--- src/rtl/lsu_pkg.sv ---
// Shared funct3 encodings, FSM state type and decode helper for the load/store unit.
package lsu_pkg;

   localparam logic [2:0] F3_B  = 3'b000;
   localparam logic [2:0] F3_H  = 3'b001;
   localparam logic [2:0] F3_W  = 3'b010;
   localparam logic [2:0] F3_BU = 3'b100;
   localparam logic [2:0] F3_HU = 3'b101;

   typedef enum logic [2:0] {
      IDLE,
      LD_ISSUE,
      LD_CAPT,
      ST_READ,
      ST_MERGE,
      ST_WRITE,
      RESP
   } lsu_state_t;

   function automatic logic f3_illegal(input logic we, input logic [2:0] f3);
      if (we)
         return !(f3 == F3_B || f3 == F3_H || f3 == F3_W);
      return !(f3 == F3_B || f3 == F3_H || f3 == F3_W || f3 == F3_BU || f3 == F3_HU);
   endfunction

endpackage

--- src/rtl/lsu_if.sv ---
// Request/response and data_memory bus of the load/store unit.
interface lsu_if;
   logic        req_valid;
   logic        req_ready;
   logic        req_we;
   logic [2:0]  req_funct3;
   logic [31:0] req_addr;
   logic [31:0] req_wdata;
   logic        resp_valid;
   logic [31:0] resp_rdata;
   logic        resp_err;
   logic        mem_r;
   logic        mem_w;
   logic [31:0] mem_addr;
   logic [31:0] mem_wdata;
   logic [31:0] mem_rdata;

   modport slave (
      input  req_valid, req_we, req_funct3, req_addr, req_wdata, mem_rdata,
      output req_ready, resp_valid, resp_rdata, resp_err,
             mem_r, mem_w, mem_addr, mem_wdata
   );

   modport master (
      output req_valid, req_we, req_funct3, req_addr, req_wdata, mem_rdata,
      input  req_ready, resp_valid, resp_rdata, resp_err,
             mem_r, mem_w, mem_addr, mem_wdata
   );
endinterface

--- src/rtl/lsu_lane_align.sv ---
// Byte/halfword lane extraction with extension for loads, and lane merge for sub-word stores.
module lsu_lane_align
   import lsu_pkg::*;
(
   input  logic [2:0]  funct3_i,
   input  logic [1:0]  addr_lo_i,
   input  logic [31:0] rdata_i,
   input  logic [31:0] wdata_i,
   output logic [31:0] load_data_o,
   output logic [31:0] merge_data_o
);

   logic [7:0]  byte_sel;
   logic [15:0] half_sel;

   always_comb begin
      byte_sel = rdata_i[8*addr_lo_i +: 8];
      half_sel = rdata_i[16*addr_lo_i[1] +: 16];
      case (funct3_i)
         F3_B:    load_data_o = {{24{byte_sel[7]}}, byte_sel};
         F3_BU:   load_data_o = {24'b0, byte_sel};
         F3_H:    load_data_o = {{16{half_sel[15]}}, half_sel};
         F3_HU:   load_data_o = {16'b0, half_sel};
         default: load_data_o = rdata_i;
      endcase
   end

   always_comb begin
      merge_data_o = rdata_i;
      case (funct3_i)
         F3_B:    merge_data_o[8*addr_lo_i +: 8]     = wdata_i[7:0];
         F3_H:    merge_data_o[16*addr_lo_i[1] +: 16] = wdata_i[15:0];
         default: merge_data_o = wdata_i;
      endcase
   end

endmodule

--- src/rtl/load_store_unit.sv ---
// RV32 load/store unit in front of word-wide data_memory; read-modify-write for SB/SH.
// Optional alignment trapping: define LSU_MISALIGN_TRAP_EN.
module load_store_unit
   import lsu_pkg::*;
#(
   parameter int unsigned WORD_ADDR_W = 8
) (
   input logic   clk,
   input logic   rst_n,
   lsu_if.slave  bus
);

   lsu_state_t  state_q;
   logic        we_q;
   logic [2:0]  f3_q;
   logic [1:0]  addr_lo_q;
   logic [31:0] wdata_q;
   logic        mem_r_q, mem_w_q;
   logic [31:0] mem_addr_q, mem_wdata_q;
   logic        resp_valid_q, resp_err_q;
   logic [31:0] resp_rdata_q;

   logic        illegal, misalign;
   logic [31:0] word_idx;
   logic [31:0] load_data, merge_data;

   assign illegal  = f3_illegal(bus.req_we, bus.req_funct3);
   assign word_idx = 32'(bus.req_addr[WORD_ADDR_W+1:2]);

`ifdef LSU_MISALIGN_TRAP_EN
   assign misalign = (bus.req_funct3[1:0] == 2'b01 && bus.req_addr[0]) ||
                     (bus.req_funct3 == F3_W && bus.req_addr[1:0] != 2'b00);
`else
   assign misalign = 1'b0;
`endif

   lsu_lane_align u_align (
      .funct3_i     (f3_q),
      .addr_lo_i    (addr_lo_q),
      .rdata_i      (bus.mem_rdata),
      .wdata_i      (wdata_q),
      .load_data_o  (load_data),
      .merge_data_o (merge_data)
   );

   // Strobes and response are registered on the transition into the state that owns them.
   always_ff @(posedge clk or negedge rst_n) begin
      if (!rst_n) begin
         state_q      <= IDLE;
         we_q         <= 1'b0;
         f3_q         <= '0;
         addr_lo_q    <= '0;
         wdata_q      <= '0;
         mem_r_q      <= 1'b0;
         mem_w_q      <= 1'b0;
         mem_addr_q   <= '0;
         mem_wdata_q  <= '0;
         resp_valid_q <= 1'b0;
         resp_err_q   <= 1'b0;
         resp_rdata_q <= '0;
      end else begin
         mem_r_q      <= 1'b0;
         mem_w_q      <= 1'b0;
         resp_valid_q <= 1'b0;
         case (state_q)
            IDLE: if (bus.req_valid) begin
               we_q         <= bus.req_we;
               f3_q         <= bus.req_funct3;
               addr_lo_q    <= bus.req_addr[1:0];
               wdata_q      <= bus.req_wdata;
               mem_addr_q   <= word_idx;
               resp_rdata_q <= '0;
               resp_err_q   <= 1'b0;
               if (illegal || misalign) begin
                  state_q      <= RESP;
                  resp_valid_q <= 1'b1;
                  resp_err_q   <= 1'b1;
               end else if (!bus.req_we) begin
                  state_q <= LD_ISSUE;
                  mem_r_q <= 1'b1;
               end else if (bus.req_funct3 == F3_W) begin
                  state_q     <= ST_WRITE;
                  mem_w_q     <= 1'b1;
                  mem_wdata_q <= bus.req_wdata;
               end else begin
                  state_q <= ST_READ;
                  mem_r_q <= 1'b1;
               end
            end
            LD_ISSUE: state_q <= LD_CAPT;
            LD_CAPT: begin
               resp_rdata_q <= load_data;
               resp_valid_q <= 1'b1;
               state_q      <= RESP;
            end
            ST_READ: state_q <= ST_MERGE;
            ST_MERGE: begin
               mem_wdata_q <= merge_data;
               mem_w_q     <= 1'b1;
               state_q     <= ST_WRITE;
            end
            ST_WRITE: begin
               resp_valid_q <= 1'b1;
               state_q      <= RESP;
            end
            RESP: begin
               mem_addr_q   <= '0;
               resp_err_q   <= 1'b0;
               resp_rdata_q <= '0;
               state_q      <= IDLE;
            end
            default: state_q <= IDLE;
         endcase
      end
   end

   assign bus.req_ready  = (state_q == IDLE);
   assign bus.resp_valid = resp_valid_q;
   assign bus.resp_rdata = resp_rdata_q;
   assign bus.resp_err   = resp_err_q;
   assign bus.mem_r      = mem_r_q;
   assign bus.mem_w      = mem_w_q;
   assign bus.mem_addr   = mem_addr_q;
   assign bus.mem_wdata  = mem_wdata_q;

endmodule
--- src/flat_wrapper.sv ---
// flat-port wrapper written by rule: the top's interface ports become plain ports
module load_store_unit_flat import lsu_pkg::*;
#(
   parameter int unsigned WORD_ADDR_W = 8
)
  (clk, rst_n, bus_req_valid, bus_req_we, bus_req_funct3, bus_req_addr, bus_req_wdata, bus_mem_rdata, bus_req_ready, bus_resp_valid, bus_resp_rdata, bus_resp_err, bus_mem_r, bus_mem_w, bus_mem_addr, bus_mem_wdata);
  lsu_if bus_i ();
  input logic clk;
  input logic rst_n;
  input wire logic [$bits(bus_i.req_valid)-1:0] bus_req_valid;
  input wire logic [$bits(bus_i.req_we)-1:0] bus_req_we;
  input wire logic [$bits(bus_i.req_funct3)-1:0] bus_req_funct3;
  input wire logic [$bits(bus_i.req_addr)-1:0] bus_req_addr;
  input wire logic [$bits(bus_i.req_wdata)-1:0] bus_req_wdata;
  input wire logic [$bits(bus_i.mem_rdata)-1:0] bus_mem_rdata;
  output wire logic [$bits(bus_i.req_ready)-1:0] bus_req_ready;
  output wire logic [$bits(bus_i.resp_valid)-1:0] bus_resp_valid;
  output wire logic [$bits(bus_i.resp_rdata)-1:0] bus_resp_rdata;
  output wire logic [$bits(bus_i.resp_err)-1:0] bus_resp_err;
  output wire logic [$bits(bus_i.mem_r)-1:0] bus_mem_r;
  output wire logic [$bits(bus_i.mem_w)-1:0] bus_mem_w;
  output wire logic [$bits(bus_i.mem_addr)-1:0] bus_mem_addr;
  output wire logic [$bits(bus_i.mem_wdata)-1:0] bus_mem_wdata;
  assign bus_i.req_valid = bus_req_valid;
  assign bus_i.req_we = bus_req_we;
  assign bus_i.req_funct3 = bus_req_funct3;
  assign bus_i.req_addr = bus_req_addr;
  assign bus_i.req_wdata = bus_req_wdata;
  assign bus_i.mem_rdata = bus_mem_rdata;
  assign bus_req_ready = bus_i.req_ready;
  assign bus_resp_valid = bus_i.resp_valid;
  assign bus_resp_rdata = bus_i.resp_rdata;
  assign bus_resp_err = bus_i.resp_err;
  assign bus_mem_r = bus_i.mem_r;
  assign bus_mem_w = bus_i.mem_w;
  assign bus_mem_addr = bus_i.mem_addr;
  assign bus_mem_wdata = bus_i.mem_wdata;
  load_store_unit #(.WORD_ADDR_W(WORD_ADDR_W)) u_core (.clk(clk), .rst_n(rst_n), .bus(bus_i));
endmodule
--- config.mk ---
export PLATFORM = sky130hd
export DESIGN_NAME = load_store_unit_flat
export DESIGN_NICKNAME = d
export VERILOG_FILES = /design/src/rtl/lsu_pkg.sv /design/src/rtl/lsu_if.sv /design/src/rtl/lsu_lane_align.sv /design/src/rtl/load_store_unit.sv /design/src/flat_wrapper.sv
export SDC_FILE = /design/constraint.sdc
export NUM_CORES = 1
export LEC_CHECK = 0
export BUFFER_PORTS_ARGS = -buffer_cell sky130_fd_sc_hd__buf_2
export CELL_PAD_IN_SITES_DETAIL_PLACEMENT = 1
export CELL_PAD_IN_SITES_GLOBAL_PLACEMENT = 1
export CORE_AREA = 2 2 131 159
export DETAILED_ROUTE_END_ITERATION = 16
export DIE_AREA = 0 0 133 161
export HOLD_SLACK_MARGIN = 0.05
export PLACE_DENSITY_LB_ADDON = 0.1
export RECOVER_POWER = 25
export REMOVE_ABC_BUFFERS = 1
export SETUP_SLACK_MARGIN = 0.05
export SLEW_MARGIN = 20
export SYNTH_ARGS = -nofsm -noshare
export SYNTH_HDL_FRONTEND = slang
export SYNTH_SLANG_ARGS = --single-unit
--- constraint.sdc ---
create_clock -name clk -period 2.3 [get_ports clk]
set_input_delay 0.46 -clock clk [delete_from_list [all_inputs] [get_ports clk]]
set_output_delay 0.46 -clock clk [all_outputs]
set_load 0.005 [all_outputs]
==> flow_summary.ini <==
[outcome]
outcome = finished with violations
violations = max-capacitance violations, max-slew violations

[synthesis]
synth-simple-area-share_pct = 18.1
synthTopCellsByCount = nand2_1, dfrtp_1, o21ai_0
ys_ff_latch = 116
synth_top_family_by_area = compound AO/OA/AOI/OAI gates
synth_xor_area_share_pct = 0
ys_types = 54
synthTopCellsByArea = dfrtp_1, nand2_1, mux2_2
synthAdderAreaFrac_pct = 0.940
syn_inst = 728
syn-cell-area_um2 = 6660
synth_edf_count = 0
yosys_most_used_dff = dfrtp_1
muxShareOfSynthArea_pct = 7.73
avgSynthCellArea_um2 = 9.14
synth_compound_area_share_pct = 21.7
ys_warn_count = 0
ys_seq_area_share_pct = 43.6
async_reset_ff_share_pct = 100
synth_most_common_cell = nand2_1
synth_top_area_share_pct = 43.6
yosysTopAreaCell = dfrtp_1

[clock_tree]
cts_tree = done
clockRootBuffer = clkbuf_16
cts_buffer_depth = 2
cts.sinks = 116
clkLatencyLatePin_ns = 0.42
cts_buffers = 17
clk_pin_slew_worst_paths_ns = 0.06
cts_hold_buf = 0
cts-htree-levels = 4

[critical_path]
path_cells = or3b_2 -> a221o_1 -> a221oi_1 -> o21ai_1
crit_end = u_core.bus.mem_wdata[17]
end_kind = flop
critPathRequiredTime_ns = 2.59
path_class = reg2reg
arrival_ns = 2.41
worst_r2r_endpoint = u_core.bus.mem_wdata[17]
reg2reg_depth = 4
rr_startpoint = u_core.state_q[1]
critPathMaxFanout = 22
start_kind = flop
crit_path_start = u_core.state_q[1]
ff2ff_setup_slack_ns = 0.18
slowest_delay_ns = 0.73
slowest_stage = or3b_2

[timing]
period_minus_slack_ns = 2.12
hold_viol = 0
fin_crit_sh_pct = 92.1
slew_viol_final = 117
max_freq_mhz = 472
worstMarginPinSlew_ns = 1.64
setup-violations-final = 0
setup_ws_ns = 0.182
skew_ns = 0.0120
fin_hold_ws_ns = 0.242
slew_headroom_pct = -9.04
rsz0062_at_grt = no
setup_tns_ns = 0

[job]
max_cap_violations = 1

[route]
dr.pass1.iters = 5
vias = 6169
drc = 0
postRouteWirelength_mm = 23.0
viasPerCell = 5.29
detail-route-antenna-nets = 0
drt_iter0_markers = 366
wire_per_inst_um = 19.7

[floorplan]
rows = 57
core-area_um2 = 19900
die_h_um = 161
die_x_um = 133
start_util_pct = 33.4
die_area_um2 = 21400
io_pins = 204

[placement]
dp_cells = 1129
numPortBuffers = 157
place_congestion = 0.865
placed_area_um2 = 7700
post-place-ws_ns = 0.100
hpwl_mm = 17.1

[power]
power_density_nw_per_um2 = 1460
vdd_drop_max_v = 0.000558
leakage_nw = 4.13

[grt]
grt_util_all_layers_pct = 22.1
grt_overflow = 0
grt_pass1_wl_mm = 36.7
antenna_found_initial = 0
first_global_vias = 6514
grt_start_max_net_pins = 117

[final_layout]
num_antenna_cells = 0
nets = 998
design_area_um2 = 8340
drive_gt1_share_pct = 29.7
fin_cells = 1167
fill_cells = 2327
regArea_um2 = 2900
area_growth_pct = 25.2
multi_input_area_um2 = 3340

[worst_hold_path]
min_path_type = in2reg
-- layout make-up --
cell class | count | share of cell area, %
Clock inverter | 9 | 0.961
Tap cell | 265 | 3.98
Multi-Input combinational cell | 543 | 40.1
Timing Repair Buffer | 195 | 13.6
Sequential cell | 116 | 34.8
Inverter | 17 | 0.781
Clock buffer | 22 | 5.69
-- worst min path at each step --
stage / from / to / cells after the start / slack [ns]
global placement: u_core.bus.resp_rdata[21] / u_core.bus.resp_rdata[21] / 2 / 0.46
CTS: rst_n / u_core.wdata_q[1] / 2 / 0.17
finish: bus_req_wdata[1] / u_core.wdata_q[1] / 3 / 0.24
detailed placement: u_core.bus.resp_rdata[9] / u_core.bus.resp_rdata[9] / 1 / 0.47
global route: bus_req_wdata[11] / u_core.wdata_q[11] / 3 / 0.25
floorplan: rst_n / u_core.addr_lo_q[0] / 0 / 0.16
-- report_power, final --
part / internal (W) / total, W / switching (W) / leakage [nW]
clock network: 0.00155 / 0.00252 / 0.000965 / 0.264
logic: 0.00253 / 0.00602 / 0.00349 / 2.40
registers: 0.00297 / 0.00364 / 0.000674 / 1.46
-- layer usage --
layer | vias up | GRT usage, % | part of all wire [%] | wire, µm
li1 | 2873 | - | - | -
met1 | 3062 | 29.5 | 44 | 10200
met2 | 201 | 35.7 | 47 | 10900
met3 | 33 | 3.80 | 5.4 | 1250
met4 | 0 | 8.55 | 3.0 | 682
met5 | - | 0 | 0 | 0
-- cells in the final DEF, fill, tap and decap left out, types with 5 or more instances in the layout --
cell	Yosys	routed
a22oi_1	16	16
nor3_1	9	8
buf_2	19	156
o21ai_1	31	30
a221oi_1	23	23
ha_1	5	5
a222oi_1	8	8
conb_1	1	24
inv_1	15	15
dfrtp_1	116	115
clkbuf_16	0	17
buf_12	1	5
o21ai_0	33	33
clkinv_2	1	5
a21oi_1	24	24
nand2_1	194	194
a221o_1	17	17
buf_4	28	32
o22ai_1	6	6
mux2i_1	21	21
a21o_1	11	11
nor2b_1	27	27
mux2_2	19	19
nor2_1	14	13
o2bb2ai_1	17	17
-- logic make-up (layout without fill, tap and decap cells) --
kind of cell / count (synthesis) / after routing
other cells: 1 / 24
simple gates: 267 / 267
fa+ha+maj: 5 / 5
compound gates: 203 / 203
buf+inv: 92 / 243
mux: 44 / 44
flops: 116 / 116
-- registers in the layout, summed over array words and instances (netlist names) --
| name | cells |
|---|---|
| u_core.bus.resp_err | 1 |
| u_core.bus.resp_valid | 1 |
| u_core.f3_q | 3 |
| u_core.bus.mem_w | 1 |
| u_core.addr_lo_q | 2 |
| u_core.bus.mem_r | 1 |
| u_core.bus.mem_addr | 8 |
| u_core.wdata_q | 32 |
| u_core.state_q | 3 |
| u_core.bus.mem_wdata | 32 |
| u_core.bus.resp_rdata | 32 |
-- worst max-delay path: cells and delay by family (launching register included) --
family	cells	cell delay, ns
flops	1	0.45
simple gates	1	0.73
compound gates	3	0.80
-- stage by stage --
| step | utilization (%) | power [W] |
|---|---|---|
| 2_1_floorplan | - | 0.00703 |
| 3_3_place_gp | 38.7 | 0.00935 |
| 3_5_place_dp | 38.7 | 0.00958 |
| 4_1_cts | 41.5 | 0.0122 |
| 5_1_grt | 41.9 | 0.0132 |
| 6_report | 41.9 | 0.0122 |
-- repair_timing --
item / in CTS / in global routing
setup buffers: 0 / 7
resized for setup: 0 / 4
setup endpoints to repair: 0 / 28
(Power assumes the default switching activity.)
